**config.mk**
```make
export PLATFORM = sky130hd
export DESIGN_NAME = seq_divider_flat
export DESIGN_NICKNAME = d
export VERILOG_FILES = /design/src/rtl/seq_divider_if.sv /design/src/rtl/seq_divider.sv /design/src/flat_wrapper.sv
export SDC_FILE = /design/constraint.sdc
export NUM_CORES = 1
export LEC_CHECK = 0
export CAP_MARGIN = 20
export CORE_MARGIN = 2
export CORE_UTILIZATION = 47
export DETAILED_ROUTE_END_ITERATION = 16
export PLACE_DENSITY = 0.75
export SYNTH_ARGS = -nofsm -noshare
export SYNTH_HDL_FRONTEND = slang
export SYNTH_SLANG_ARGS = --single-unit
export TNS_END_PERCENT = 100
```
**constraint.sdc**
```tcl
create_clock -name clk -period 1.75 [get_ports clk]
set_input_delay 0.35 -clock clk [delete_from_list [all_inputs] [get_ports clk]]
set_output_delay 0.35 -clock clk [all_outputs]
set_load 0.05 [all_outputs]
```
**src/rtl/seq_divider_if.sv**
```systemverilog
//------------------------------------------------------------------------------
// Module : seq_divider_if
// Brief  : Request/result bundle between a divider client and seq_divider.
// Rev    : 1.0
//------------------------------------------------------------------------------
`default_nettype none

interface seq_divider_if;
   logic       start;
   logic [7:0] dividend;
   logic [3:0] divisor;
   logic       busy;
   logic       done;
   logic [7:0] quotient;
   logic [3:0] remainder;
   logic       div_zero;

   modport master (
      output start, dividend, divisor,
      input  busy, done, quotient, remainder, div_zero
   );

   modport slave (
      input  start, dividend, divisor,
      output busy, done, quotient, remainder, div_zero
   );
endinterface

`default_nettype wire

```
**src/rtl/seq_divider.sv**
```systemverilog
//------------------------------------------------------------------------------
// Module : seq_divider
// Brief  : 8-bit / 4-bit unsigned restoring divider, one quotient bit per clock.
// Rev    : 1.0
//------------------------------------------------------------------------------
`default_nettype none

module seq_divider (
   input  logic         clk,
   input  logic         rst_n,
   seq_divider_if.slave bus
);

   localparam logic [1:0] IDLE = 2'd0;
   localparam logic [1:0] CALC = 2'd1;
   localparam logic [1:0] DONE = 2'd2;

   logic [1:0] state_q,     state_d;
   logic [7:0] dvd_q,       dvd_d;
   logic [3:0] dvs_q,       dvs_d;
   logic [4:0] rem_q,       rem_d;
   logic [2:0] cnt_q,       cnt_d;
   logic [7:0] quotient_q,  quotient_d;
   logic [3:0] remainder_q, remainder_d;
   logic       div_zero_q,  div_zero_d;

   logic [5:0] w_shift;
   logic [5:0] w_trial;
   logic       w_qbit;
   logic [4:0] w_rem_next;

   // The dividend register doubles as the quotient accumulator: each step
   // shifts out the next dividend bit at the top and shifts in a quotient bit.
   assign w_shift    = {rem_q, dvd_q[7]};
   assign w_trial    = w_shift - {2'b00, dvs_q};
   assign w_qbit     = ~w_trial[5];
   assign w_rem_next = w_qbit ? w_trial[4:0] : w_shift[4:0];

   always_comb begin
      state_d     = state_q;
      dvd_d       = dvd_q;
      dvs_d       = dvs_q;
      rem_d       = rem_q;
      cnt_d       = cnt_q;
      quotient_d  = quotient_q;
      remainder_d = remainder_q;
      div_zero_d  = div_zero_q;
      case (state_q)
         IDLE: begin
            if (bus.start) begin
               if (bus.divisor != 4'd0) begin
                  dvd_d   = bus.dividend;
                  dvs_d   = bus.divisor;
                  rem_d   = 5'd0;
                  cnt_d   = 3'd0;
                  state_d = CALC;
               end else begin
                  quotient_d  = 8'hFF;
                  remainder_d = 4'h0;
                  div_zero_d  = 1'b1;
                  state_d     = DONE;
               end
            end
         end
         CALC: begin
            dvd_d = {dvd_q[6:0], w_qbit};
            rem_d = w_rem_next;
            cnt_d = cnt_q + 3'd1;
            if (cnt_q == 3'd7) begin
               quotient_d  = {dvd_q[6:0], w_qbit};
               remainder_d = w_rem_next[3:0];
               div_zero_d  = 1'b0;
               state_d     = DONE;
            end
         end
         DONE:    state_d = IDLE;
         default: state_d = IDLE;
      endcase
   end

   always_ff @(posedge clk or negedge rst_n) begin
      if (!rst_n) begin
         state_q     <= IDLE;
         dvd_q       <= 8'd0;
         dvs_q       <= 4'd0;
         rem_q       <= 5'd0;
         cnt_q       <= 3'd0;
         quotient_q  <= 8'd0;
         remainder_q <= 4'd0;
         div_zero_q  <= 1'b0;
      end else begin
         state_q     <= state_d;
         dvd_q       <= dvd_d;
         dvs_q       <= dvs_d;
         rem_q       <= rem_d;
         cnt_q       <= cnt_d;
         quotient_q  <= quotient_d;
         remainder_q <= remainder_d;
         div_zero_q  <= div_zero_d;
      end
   end

   assign bus.busy      = (state_q == CALC);
   assign bus.done      = (state_q == DONE);
   assign bus.quotient  = quotient_q;
   assign bus.remainder = remainder_q;
   assign bus.div_zero  = div_zero_q;

endmodule

`default_nettype wire

```
**src/flat_wrapper.sv**
```systemverilog
// flat-port wrapper written by rule: the top's interface ports become plain ports
module seq_divider_flat 
  (clk, rst_n, bus_start, bus_dividend, bus_divisor, bus_busy, bus_done, bus_quotient, bus_remainder, bus_div_zero);
  seq_divider_if bus_i ();
  input  logic clk;
  input  logic rst_n;
  input wire logic [$bits(bus_i.start)-1:0] bus_start;
  input wire logic [$bits(bus_i.dividend)-1:0] bus_dividend;
  input wire logic [$bits(bus_i.divisor)-1:0] bus_divisor;
  output wire logic [$bits(bus_i.busy)-1:0] bus_busy;
  output wire logic [$bits(bus_i.done)-1:0] bus_done;
  output wire logic [$bits(bus_i.quotient)-1:0] bus_quotient;
  output wire logic [$bits(bus_i.remainder)-1:0] bus_remainder;
  output wire logic [$bits(bus_i.div_zero)-1:0] bus_div_zero;
  assign bus_i.start = bus_start;
  assign bus_i.dividend = bus_dividend;
  assign bus_i.divisor = bus_divisor;
  assign bus_busy = bus_i.busy;
  assign bus_done = bus_i.done;
  assign bus_quotient = bus_i.quotient;
  assign bus_remainder = bus_i.remainder;
  assign bus_div_zero = bus_i.div_zero;
  seq_divider u_core (.clk(clk), .rst_n(rst_n), .bus(bus_i));
endmodule
```
; After elaboration in Yosys (flattened, before gate mapping)
; Cells that the tools add are included.
[totals]
inputBits = 15
ff_bits = 35
latch_bits = 0
mem_bits_rw = 0
rom_bits = 0
elab_cells = 51
memories = 0
[op_classes]
n_div = 0
reduce_logical = 7
n_mul = 0
order_cmp = 0
add_sub_neg = 2
shift = 0
bitwise = 1
n_mux = 26
n_eq_ne = 7
[ops]
columns = cell, n
row1 = 8-bit 2-to-1 mux, 5
row2 = 8-bit case mux with 2 select lines, 2
row3 = 5-bit 2-to-1 mux, 3
row4 = 4-bit 2-to-1 mux, 3
row5 = 5-bit case mux with 2 select lines, 1
row6 = 4-bit case mux with 2 select lines, 1
row7 = 2-bit 2-to-1 mux, 3
row8 = 3-bit 2-to-1 mux, 2
row9 = 3-bit case mux with 2 select lines, 1
row10 = 3-bit AND reduction, 2
row11 = 6-bit by 4-bit subtractor with 6-bit output, 1
row12 = "2-bit by 1-bit != test with 1-bit output, second input constant", 2
row13 = "2-bit != test, second input constant", 2
row14 = 2-bit case mux with 2 select lines, 1
row15 = 4-bit AND reduction, 1
row16 = 4-bit nonzero test, 1
row17 = "3-bit by 1-bit adder with 3-bit output, second input constant", 1
row18 = "3-bit == test, second input constant", 1
row19 = 1-bit 2-to-1 mux, 3
row20 = "2-bit by 1-bit == test with 1-bit output, second input constant", 1
row21 = "2-bit == test, second input constant", 1
row22 = 2-bit zero test, 1
row23 = 1-bit case mux with 2 select lines, 1
row24 = 2-bit AND reduction, 1
row25 = 2 further kinds, 2

; Logic depth before layout (Yosys ltp)
; Gate-level depths: netlist (run 1).
[depth]
depth_word = 4
depth_mapped = 9

; Worst setup path after synthesis (run 1)
; OpenSTA, ideal clock, no wires.
[synth_path]
kind = register to register
startpoint = reg u_core.rem_q[0]
endpoint = reg u_core.remainder_q[2], in the netlist u_core.bus.remainder[2]
t_arrival_ps = 1870
stages_incl_launch_ff = 7
setup_ps = 77
n_path_buf = 0
slack_ps = -197
required_ps = 1673
cell_sequence = dfrtp_1 -> ha_1 -> nor2b_1 -> o221ai_2 -> a211oi_4 -> mux2_2 -> a21oi_1
[synth_via]
elab_chain_len = 4
[synth_rtl]
columns = element, line
row1 = from (decl), seq_divider.sv:21  ; logic [4:0] rem_q, rem_d;
row2 = from (signal assigned), seq_divider.sv:95  ; rem_q <= rem_d;
row3 = 6-bit by 4-bit subtractor with 6-bit output, seq_divider.sv:35  ; assign w_trial = w_shift - {2'b00, dvs_q};
row4 = 5-bit 2-to-1 mux, seq_divider.sv:37  ; assign w_rem_next = w_qbit ? w_trial[4:0] : w_shift[4:0];
row5 = 4-bit 2-to-1 mux, seq_divider.sv:69  ; if (cnt_q == 3'd7) begin
row6 = 4-bit case mux with 2 select lines, seq_divider.sv:48  ; case (state_q)
row7 = to (signal assigned), seq_divider.sv:98  ; remainder_q <= remainder_d;
row8 = to (decl), seq_divider.sv:24  ; logic [3:0] remainder_q, remainder_d;
; Every way passes these cells. The select of a mux whose other input is x is not followed.
; A chain may end at the register's enable or synchronous reset.

; Worst setup path in the final report (run 1)
[layout_path]
startpoint = reg u_core.rem_q[0]
endpoint = reg u_core.rem_q[0]
[layout_via]
elab_chain_len = 3
[layout_rtl]
columns = element, line
row1 = 6-bit by 4-bit subtractor with 6-bit output, seq_divider.sv:35
row2 = 5-bit 2-to-1 mux, seq_divider.sv:37
row3 = 5-bit case mux with 2 select lines, seq_divider.sv:48
; Every way passes these cells.

==> results.yml, run 1 <==
run_status:
  outcome: "finished with violations"
  violations: "setup timing"
timing:
  slew_headroom_pct: 70.6
  final-hold-violation-count: 0
  finalSetupViolCount: 10
  clock.fmax_ghz: 0.513
  clock_skew_ns: 0.00723
  period_needed_ns: 1.95
  post-route-period-util_pct: 111
  rsz0062_at_grt: "yes"
  setup_slack_ns: -0.198
  report.final.slew_viol_count: 0
  worstMarginPinSlew_ns: 0.441
global_route:
  grt-ovfl-total: 0
  grt_pass1_wl_um: 6930
  grt_max_degree: 36
  track_usage_pct: 21.6
  antenna_found_initial: 0
  grt_pass1_vias: 1516
setup_path:
  reg2reg_depth: 7
  cp-startpoint: "u_core.rem_q[0]"
  required_ns: 1.97
  cp_max_fo: 4
  ff2ff_setup_slack_ns: -0.20
  start_kind: "register"
  criticalPathCategory: "reg -> reg"
  reg2reg_from: "u_core.rem_q[0]"
  endpoint_kind: "register"
  crit_arrival_ns: 2.17
route:
  first_pass_iters: 4
  drc_errors: 0
  wirelength_um: 4270
  drtIter0Drc: 130
  vias: 1555
  wl_per_cell_um: 14.7
  drt-vias-per-instance: 5.36
  ant_nets: 0
yosys:
  ys_types: 40
  synthTopCellsByArea: "dfrtp_1 (49%), nand2_1 (5.9%), nor2_1 (5.9%)"
  syn_inst: 184
  syn_nets: 206
  synthFlopType: "dfrtp_1"
  yosysWarningCount: 0
  syn-cell-area_um2: 1770
  synth_enable_flop_cells: 0
  synth-seq-cells: 35
  ys_seq_area_share_pct: 49.5
  async_flop_share_pct: 100
  post-synth-top-area-fraction_pct: 49.5
  synth_area_per_cell_um2: 9.62
  yosys.area.top_type: "dfrtp_1"
place:
  pre_cts_ws_ns: -0.380
  dp_hpwl_um: 2800
  io_buffers: 29
  place.gp.congestion: 0.809
floorplan:
  die_w_um: 65.4
  dieArea_um2: 4270
  start_util_pct: 48.7
  rows: 22
  boundaryPins: 30
  die_h_um: 65.4
  core_area_um2: 3630
clocking:
  cts.clk_slew.worst_paths_ns: 0.07
  cts_max_level: 2
  root_buffer: "clkbuf_8"
  clk_path_buf_depth: 2
  cts_buffers: 5
  cts_sinks: 35
  cts_tree: "done"
  clkLatencyLatePin_ns: 0.29
job:
  drv_cap: 0
cells_and_area:
  drive_gt1_share_pct: 37.2
  num_antenna_cells: 0
  syn2layout_area_growth_pct: 44.2
  final_util_pct: 70.2
  fillCellCount: 283
  nNetsFinal: 263
min_path:
  hp-start: "bus_divisor[2]"
  holdCritPathClass: "in -> reg"
  hold_depth: 2
## cell usage after synthesis (all sizes together) (2+ instances only)
library cell  instances
nand3                 2
nand3b                2
o21ai                 7
a21o                  2
dfrtp                35
a21oi                14
o22ai                 4
buf                   4
mux2                  6
a31oi                 8
nor2                 29
or2                   2
a22o                  2
clkbuf                4
nand2                28
inv                  11
nor3                  3
ha                    6
## cell families (layout without fill, tap and decap cells)
| logic type | count (synthesis) | count (layout) | share of synthesized area, % |
|---|---|---|---|
| and+or+nand+nor | 70 | 70 | 17.2 |
| DFF | 35 | 35 | 49.5 |
| adders and majority gates | 7 | 7 | 5.37 |
| buffers and inverters | 19 | 77 | 5.58 |
| muxes | 7 | 7 | 4.38 |
| AOI/OAI and AO/OA | 45 | 45 | 17.5 |
| xor gates and xnor gates | 1 | 1 | 0.495 |
## through the flow
| step | cell area (um2) | hold WS (ns) | std cells | setup TNS, ns |
|---|---|---|---|---|
| 3_5_place_dp | 2230 | 0.490 | 274 | -8.88 |
| 2_1_floorplan | 1790 | 0.0544 | 184 | -0.570 |
| 5_1_grt | 2550 | 0.422 | 290 | -1.99 |
| 4_1_cts | 2410 | 0.476 | 285 | -1.56 |
| 3_3_place_gp | 2230 | 0.465 | 274 | -8.30 |
| 6_report | 2550 | 0.392 | 290 | -1.25 |
## final timing paths
| path | endpoint |
|---|---|
| setup reg to reg | u_core.rem_q[0] |
| min in group asynchronous | u_core.bus.quotient[4] |
| max in group asynchronous | u_core.dvs_q[0] |
| hold reg to reg | u_core.cnt_q[0] |
| hold / removal | u_core.dvs_q[2] |
| setup / recovery | u_core.rem_q[0] |
## sequential cells by signal (all words and copies together), names as in the netlist
name	flops
u_core.dvd_q	8
u_core.bus.quotient	8
u_core.bus.div_zero	1
u_core.bus.remainder	4
u_core.dvs_q	4
u_core.cnt_q	3
u_core.rem_q	5
u_core.state_q	2
## layout make-up
| type | count | area [um2] | area share [%] |
|---|---|---|---|
| repair buffers | 58 | 523 | 20.5 |
| inverters | 11 | 41.3 | 1.62 |
| well taps | 48 | 60.1 | 2.35 |
| clock buffers | 6 | 72.6 | 2.84 |
| flip-flops and latches | 35 | 876 | 34.3 |
| multi-input cells | 130 | 967 | 37.9 |
| clock inverters | 2 | 12.5 | 0.490 |
## routing by layer
metal	vias up	share of wire (%)	GRT usage (%)
met5	-	0	0
met4	0	1.2	10.2
met3	5	5.8	4.11
met2	48	48	34.9
met1	756	45	27.9
li1	746	-	-
## critical path: stages, from the launching register on
cell and delay [ns]:
dfrtp_1 0.42, ha_4 0.27, nor2b_4 0.19, o221ai_4 0.14, a211oi_4 0.26, buf_6 0.16
mux2_4 0.31, o21ai_2 0.12
## cell usage in the layout (no fill, tap or decap), types with 2 or more instances in the layout
cell             netlist  routed
a21o_1                 2       2
a21oi_1               11       9
a21oi_2                3       4
a22o_1                 2       2
a31oi_1                8       8
buf_12                 0       2
buf_4                  0      35
buf_6                  2       6
clkbuf_8               1       5
clkdlybuf4s50_1        0      11
dfrtp_1               35      35
dlymetal6s2s_1         0       3
ha_1                   6       3
ha_4                   0       3
inv_1                 11       7
inv_2                  0       4
mux2_2                 5       4
mux2_4                 0       2
nand2_1               28      26
nand3b_1               2       2
nor2_1                28      28
nor3_2                 1       2
o21ai_0                4       4
o21ai_2                0       2
o22ai_1                4       2
o22ai_2                0       2
or2_4                  0       2
## timing repair
item,4_1_cts,5_1_grt
cloned,0,1
pin swaps,11,8
buffers inserted,4,4
hold buffers,0,0
endpoints found under the setup margin,15,24
gates resized for setup,17,24
Power of run 1 is not shown: default switching activity piles up to over one toggle a cycle in this logic, so the estimate is an artifact.
==> run 2: changes to the inputs <==
--- a/config.mk
+++ b/config.mk
@@ -7,9 +7,9 @@
 export LEC_CHECK = 0
 export CAP_MARGIN = 20
 export CORE_MARGIN = 2
-export CORE_UTILIZATION = 47
+export CORE_UTILIZATION = 45
 export DETAILED_ROUTE_END_ITERATION = 16
-export PLACE_DENSITY = 0.75
+export PLACE_DENSITY = 0.72
 export SYNTH_ARGS = -nofsm -noshare
 export SYNTH_HDL_FRONTEND = slang
 export SYNTH_SLANG_ARGS = --single-unit
==> run 2 against run 1 <==
Against the previous run: the run still ends with setup timing left; wire length grew 4.8%; register-to-register slack is essentially flat; fmax shrank 0.65%; critical path type unchanged.
==> results.yml, run 2 (same netlist as run 1, synthesis figures left out) <==
timing:
  slew_headroom_pct: 69.8
  period_needed_ns: 1.96
  report.final.slew_viol_count: 0
  worstMarginPinSlew_ns: 0.453
  clock.fmax_ghz: 0.510
  clock_skew_ns: 0.00553
  finalSetupViolCount: 9
  setup_slack_ns: -0.211
  setup_tns_ns: -1.55
  rsz0062_at_grt: "yes"
  post-route-period-util_pct: 112
  final-hold-violation-count: 0
power_and_ir_drop:
  p_sw_share_pct: 43.4
  p_clk_share_pct: 11.5
  power.density_nw_per_um2: 2410
  p_leak_nw: 1.16
  ir_drop_mv: 1.09
  p_int_mw: 3.45
  power_mw: 6.10
  seqPwrFrac_pct: 24.8
  p_comb_share_pct: 63.7
  power_switching_mw: 2.65
setup_path:
  required_ns: 1.96
  cp_max_fo: 5
  ff2ff_setup_slack_ns: -0.21
  criticalPathCategory: "reg -> reg"
  start_kind: "register"
  crit_arrival_ns: 2.17
  endpoint_kind: "register"
cells_and_area:
  final_common_cell: "buf_4"
  syn2layout_area_growth_pct: 43.1
  stdcell_count: 290
  drive_gt1_share_pct: 35.5
  nNetsFinal: 264
  layout_common_cells: "buf_4 (37), dfrtp_1 (34), nor2_1 (28)"
  num_antenna_cells: 0
  fillCellCount: 281
clocking:
  hold_buffers: 0
  cts_max_level: 2
  clkLatencyLatePin_ns: 0.29
  root_buffer: "clkbuf_8"
  cts_tree: "done"
  cts_buffers: 5
  clk_path_buf_depth: 2
  cts_sinks: 35
  cts.clk_slew.worst_paths_ns: 0.07
place:
  pre_cts_ws_ns: -0.355
  io_buffers: 29
  place.gp.congestion: 0.738
  dp_hpwl_um: 2890
  placed_cells_incl_taps: 273
job:
  drv_cap: 0
route:
  drc_errors: 0
  drt-vias-per-instance: 5.45
  wirelength_um: 4470
  drtIter0Drc: 114
  vias: 1580
  ant_nets: 0
  first_pass_iters: 4
  wl_per_cell_um: 15.4
global_route:
  track_usage_pct: 21.8
  grt_pass1_vias: 1534
  antenna_found_initial: 0
  grt_use_met1_pct: 28.2
  met2_usage_pct: 35.6
  grt-ovfl-total: 0
  grt_pass1_wl_um: 7090
  grt_max_degree: 36
  grtUsageMet3_pct: 4.73
  busiest_layer: "met2"
floorplan:
  core_area_um2: 3720
  die_w_um: 66.7
  start_util_pct: 47.6
  boundaryPins: 30
  die_h_um: 66.7
  dieArea_um2: 4450
  rows: 22
run_status:
  outcome: "finished with violations"
  violations: "setup timing"
min_path:
  holdCritPathClass: "in -> reg"
## run 2: cell count changes in the layout (fill, tap and decap cells not counted), sizes merged
cell,before,now
clkinv,1,0
dlymetal6s2s,3,4
inv,11,10
bufinv,0,1
clkdlybuf4s50,11,10
clkbuf,6,7
## run 2: final timing paths
path | start | end | depth (start not counted)
setup / recovery | u_core.rem_q[0] | u_core.bus.remainder[0] | 7
hold / removal | bus_divisor[3] | u_core.dvs_q[3] | 2
setup reg to reg | u_core.rem_q[0] | u_core.bus.remainder[0] | 7
hold reg to reg | u_core.cnt_q[0] | u_core.cnt_q[0] | 1
max in group asynchronous | rst_n | u_core.state_q[1] | 2
min in group asynchronous | rst_n | u_core.dvs_q[1] | 2
## run 2: worst max-delay path, cell delays in order, from the launching register on
cell and delay (ns):
dfrtp_1 0.42, ha_4 0.24, nor2b_4 0.13, o2111a_2 0.27, a211oi_4 0.24, buf_6 0.16, mux2_4 0.31, o22ai_1 0.11
## run 2: what timing repair did
action | 4_1_cts | 5_1_grt
cloned | 1 | 0
buffers inserted | 4 | 6
gates resized for setup | 17 | 20
setup endpoints to repair | 24 | 29
pin swaps | 2 | 7
endpoints found under the hold margin | 0 | 0
## run 2: power groups by stage
stage	clock [mW]	combinational, mW	sequential (mW)
after global routing	0.736	4.22	1.55
final	0.703	3.89	1.51
after global placement	0	3.16	1.47
after floorplan	0	1.86	1.87
after detailed placement	0	3.25	1.49
after CTS	0.714	3.57	1.49
## run 2: area by class of cell
type                    count  area [um2]  area share, %
inverters                  11        45.0           1.78
clock buffers               6        72.6           2.86
flip-flops and latches     35         877           34.6
clock inverters             1        30.0           1.19
multi-input cells         130         917           36.2
well taps                  48        60.1           2.37
repair buffers             59         532           21.0
## run 2: stage by stage
step	hold WS, ns	cell area, um2	utilization, %
floorplan	0.0544	1790	-
global placement	0.461	2220	59.7
detailed placement	0.477	2220	59.7
CTS	0.484	2420	65.2
global route	0.406	2530	68.2
finish	0.400	2530	68.2
## run 2: per-layer routing
layer / routed length (um) / share of wire, %
met1: 1890 / 42
met2: 2290 / 51
met3: 238 / 5.3
met4: 57 / 1.3
met5: 0 / 0
Note: power is estimated with default switching activity, not from simulation.
